$ cat src/rtl/popcount_frame_accumulator.sv
// Accumulates per-word ones counts over a frame of WORDS beats into a saturating total,
// tracks the largest per-word count, and pulses frame_done once the frame is complete.
module popcount_frame_accumulator #(
    parameter int unsigned WORDS = 8,
    parameter int unsigned ACC_W = 8
) (
    input  logic             clk,
    input  logic             rst_n,
    input  logic             start,
    input  logic [3:0]       cnt_in,
    input  logic             cnt_valid,
    output logic             cnt_ready,
    output logic [ACC_W-1:0] total,
    output logic [3:0]       max_cnt,
    output logic [7:0]       words_seen,
    output logic             sat,
    output logic             busy,
    output logic             frame_done
);

    typedef enum logic [1:0] {StIdle, StAccum, StDone} state_e;

    localparam logic [ACC_W-1:0] TotalMax = '1;
    localparam logic [7:0]       LastBeat = 8'(WORDS - 1);

    state_e           state_q;
    logic [ACC_W-1:0] total_q;
    logic [3:0]       max_q;
    logic [7:0]       words_q;
    logic             sat_q;
    logic             busy_q;
    logic             done_q;
    logic [ACC_W:0]   sum;

    // One extra bit so the carry-out flags saturation.
    assign sum = {1'b0, total_q} + {{(ACC_W - 3){1'b0}}, cnt_in};

    always_ff @(posedge clk or negedge rst_n) begin
        if (!rst_n) begin
            state_q <= StIdle;
            total_q <= '0;
            max_q   <= '0;
            words_q <= '0;
            sat_q   <= 1'b0;
            busy_q  <= 1'b0;
            done_q  <= 1'b0;
        end else begin
            case (state_q)
                StIdle: begin
                    if (start) begin
                        state_q <= StAccum;
                        busy_q  <= 1'b1;
                        total_q <= '0;
                        max_q   <= '0;
                        words_q <= '0;
                        sat_q   <= 1'b0;
                    end
                end
                StAccum: begin
                    if (cnt_valid) begin
                        if (sum[ACC_W]) begin
                            total_q <= TotalMax;
                            sat_q   <= 1'b1;
                        end else begin
                            total_q <= sum[ACC_W-1:0];
                        end
                        if (cnt_in > max_q) begin
                            max_q <= cnt_in;
                        end
                        words_q <= words_q + 8'd1;
                        if (words_q == LastBeat) begin
                            state_q <= StDone;
                            done_q  <= 1'b1;
                        end
                    end
                end
                StDone: begin
                    state_q <= StIdle;
                    busy_q  <= 1'b0;
                    done_q  <= 1'b0;
                end
                default: begin
                    state_q <= StIdle;
                    busy_q  <= 1'b0;
                    done_q  <= 1'b0;
                end
            endcase
        end
    end

    assign cnt_ready  = (state_q == StAccum);
    assign total      = total_q;
    assign max_cnt    = max_q;
    assign words_seen = words_q;
    assign sat        = sat_q;
    assign busy       = busy_q;
    assign frame_done = done_q;

endmodule
$ cat config.mk
export PLATFORM = sky130hd
export DESIGN_NAME = popcount_frame_accumulator
export DESIGN_NICKNAME = d
export VERILOG_FILES = /design/src/rtl/popcount_frame_accumulator.sv
export SDC_FILE = /design/constraint.sdc
export NUM_CORES = 1
export LEC_CHECK = 0
export CAP_MARGIN = 15
export CELL_PAD_IN_SITES_DETAIL_PLACEMENT = 0
export CELL_PAD_IN_SITES_GLOBAL_PLACEMENT = 1
export CORE_UTILIZATION = 25
export DETAILED_ROUTE_END_ITERATION = 8
export GPL_TIMING_DRIVEN = 1
export PLACE_DENSITY_LB_ADDON = 0.1
export SETUP_SLACK_MARGIN = 0.3
export SLEW_MARGIN = 10
export SYNTH_ARGS = -nofsm -noshare
export SYNTH_HDL_FRONTEND = slang
export SYNTH_SLANG_ARGS = --single-unit
$ cat constraint.sdc
create_clock -name clk -period 4.86 [get_ports clk]
set_input_delay 1.215 -clock clk [delete_from_list [all_inputs] [get_ports clk]]
set_output_delay 1.215 -clock clk [all_outputs]
set_load 0.05 [all_outputs]
==> flow_summary.toml <==
[status]
status = "finished clean"

[sta]
setup_violations = 0
rsz0062_at_grt = "false"
worst_pin_slew_ps = 888
slew_headroom_pct = 40.6
fin_setup_tns_ps = 0
drv_slew = 0
min_period_ps = 3170
final-hold-violation-count = 0
clock_skew_ps = 5.14
period_share_pct = 65.2
clock.fmax_mhz = 316

[synth]
yosysUniqueCellTypes = 39
yosysSeqAreaShare_pct = 44.4
synth_adder_area_share_pct = 9.42
synth_nets = 153
synth_compound_area_share_pct = 16.3
yosys.area.top_type = "dfrtp_1"
synthArstFlopShare_pct = 100
synth_seq_cells = 25
synth_edf_count = 0
synth_most_common_cell = "dfrtp_1"
synth_top_cell_area_share_pct = 44.4
synthTopCellsByArea = "dfrtp_1 (44%), ha_1 (8.0%), nor2_1 (4.3%)"
synth_top_family_by_area = "simple AND/OR/NAND/NOR gates"
yosys.area_share.simple_pct = 17.2
synthXorXnorAreaFrac_pct = 4.98
yosys_warnings = 0
synth_commonest_cells = "dfrtp_1 (25), nor2_1 (16), ha_1 (9), inv_1 (9), a21oi_1 (8)"
syn_inst = 135
syn_avg_cell_area_sq_um = 10.4
syn_area_sq_um = 1410
synth_mux_area_share_pct = 3.11
ys.flop_type = "dfrtp_1"

[power_and_ir_drop]
swShare_pct = 51.0
p_leak_nw = 0.804
p_comb_share_pct = 60.6
seqPwrFrac_pct = 29.5
peakVddDrop_v = 0.000308
internal_power_mw = 0.651
p_clk_share_pct = 9.9
p_sw_mw = 0.676
cellPowerDensity_nw_per_um2 = 724

[detailed_routing]
wirelength_microns = 3320
via_per_inst = 4.72
drt_iter0_markers = 46
drt-wirelength-per-cell_microns = 13.9
dr.pass1.iters = 4
postRouteAntennaNets = 0
vias = 1124
drc_errors = 0

[clocking]
postCtsHoldBufs = 0
postCtsSetupBuffers = 0
h-tree-depth = 1
cts_buffers = 3
cts_resized = 0
clock_tree.root_cell = "clkbuf_8"
cts_tree = "yes"
clock_sinks = 25
cts.path.max_buffers = 2
clk_latency_ps = 270
clkTransAtPathRegs_ps = 100

[die]
rows = 26
die_w_microns = 77.0
fp.coreArea_sq_um = 5270
die_h_microns = 77.0
io_pins = 32
die_area_sq_um = 5930
initial_core_util_pct = 26.7

[setup_path]
worst-path-max-fanout = 3
critPathLaunchType = "primary input"
critPathArrivalTime_ps = 3320
end_kind = "register"
worstPathRequired_ps = 5020
path_class = "primary input to register"

[place]
dp_hpwl_microns = 2420
place_area_sq_um = 1790
routabilityCongestion = 0.761
numPortBuffers = 31
placed_cells = 234

[worst_hold_path]
holdCritPathClass = "register to register"

[final_layout]
area_delta_synth_final_pct = 30.3
drive_above_1_share_pct = 8.33
fin_nets = 187
postLayoutCellArea_sq_um = 1830
finalNonFillerCells = 238
n_antenna_cell = 0

[grt]
grt_first_pass_wirelength_microns = 5680
grt_pass1_vias = 1064
grt-ovfl-total = 0
grt_usage_pct = 12.1
antenna_found_initial = 0
grt_max_degree = 19

[flow_run]
drv_cap = 0
==> state kept, by name (all words and copies together) (netlist names) <==
register	count
total	8
max_cnt	4
words_seen	8
frame_done	1
busy	1
sat	1
state_q	2
==> power groups by stage <==
stage	clock, mW	sequential [mW]	combinational [mW]
after global routing	0.145	0.408	0.863
after CTS	0.137	0.394	0.814
after floorplan	0	0.655	0.299
after detailed placement	0	0.398	0.811
after global placement	0	0.395	0.811
final	0.131	0.392	0.804
==> through the flow <==
step                setup slack, ps  hold slack, ps  util, %  power (mW)
floorplan                      2000             520        -       0.954
global placement               1410             507     34.0        1.21
detailed placement             1400             494     34.0        1.21
CTS                            1690             528     34.8        1.34
global route                   1430             554     34.8        1.42
finish                         1690             523     34.8        1.33
==> worst paths after layout <==
check / slack, ps / start / cells past startpoint / end
max in group asynchronous: 2770 / rst_n / 2 / words_seen[1]$_DFFE_PN0P_
worst max-delay path: 1690 / cnt_in[0] / 7 / total[7]$_DFFE_PN0P_
worst min-delay path: 520 / frame_done$_DFFE_PN0P_ / 2 / frame_done$_DFFE_PN0P_
worst min register to register: 520 / frame_done$_DFFE_PN0P_ / 2 / frame_done$_DFFE_PN0P_
min in group asynchronous: 1440 / rst_n / 1 / max_cnt[2]$_DFFE_PN0P_
worst max register to register: 2660 / total[0]$_DFFE_PN0P_ / 6 / total[7]$_DFFE_PN0P_
==> layer usage <==
| layer | part of all wire [%] | vias up | GRT usage, % |
|---|---|---|---|
| met2 | 43 | 22 | 17.9 |
| met3 | 3.4 | 2 | 1.90 |
| li1 | - | 554 | - |
| met4 | 0.51 | 0 | 3.40 |
| met1 | 53 | 546 | 17.9 |
| met5 | 0 | - | 0 |
==> layout by cell type, fill, tap and decap left out, types with 2 or more instances in the layout <==
cell type,n
nand3_1,3
nand2_1,6
a21o_1,3
a21oi_1,8
ha_1,9
dfrtp_1,25
nor2b_1,2
o21ai_0,4
nor3_1,3
xor2_1,5
a211oi_1,5
nor2_1,16
clkbuf_8,3
nand4_1,2
clkdlybuf4s50_1,31
inv_1,9
a221o_1,3
o2111ai_1,2
mux2_2,3
and3_1,3
xnor2_1,3
buf_4,2
==> worst max-delay path, stage by stage <==
cell and delay [ps]:
clkdlybuf4s50_1 430, ha_1 240, fa_1 420, a211oi_1 420, nor2_1 120, o41ai_1 370
a21oi_1 100
==> cells by family after synthesis <==
kind of cell             count (synthesis)
AND/OR/NAND/NOR                         43
AO/OA/AOI/OAI                           32
flip-flops                              25
buffers and inverters                   13
adder cells (fa/ha/maj)                 10
XOR/XNOR                                 8
multiplexers                             4
==> layout make-up <==
cell class	count	area, sq um
sequential	25	626
fill	554	3440
multi-input combinational	97	717
clock buffer	4	45.0
timing repair buffer	33	325
inverter	9	33.8
tap	70	87.6
(Power assumes the default switching activity.)
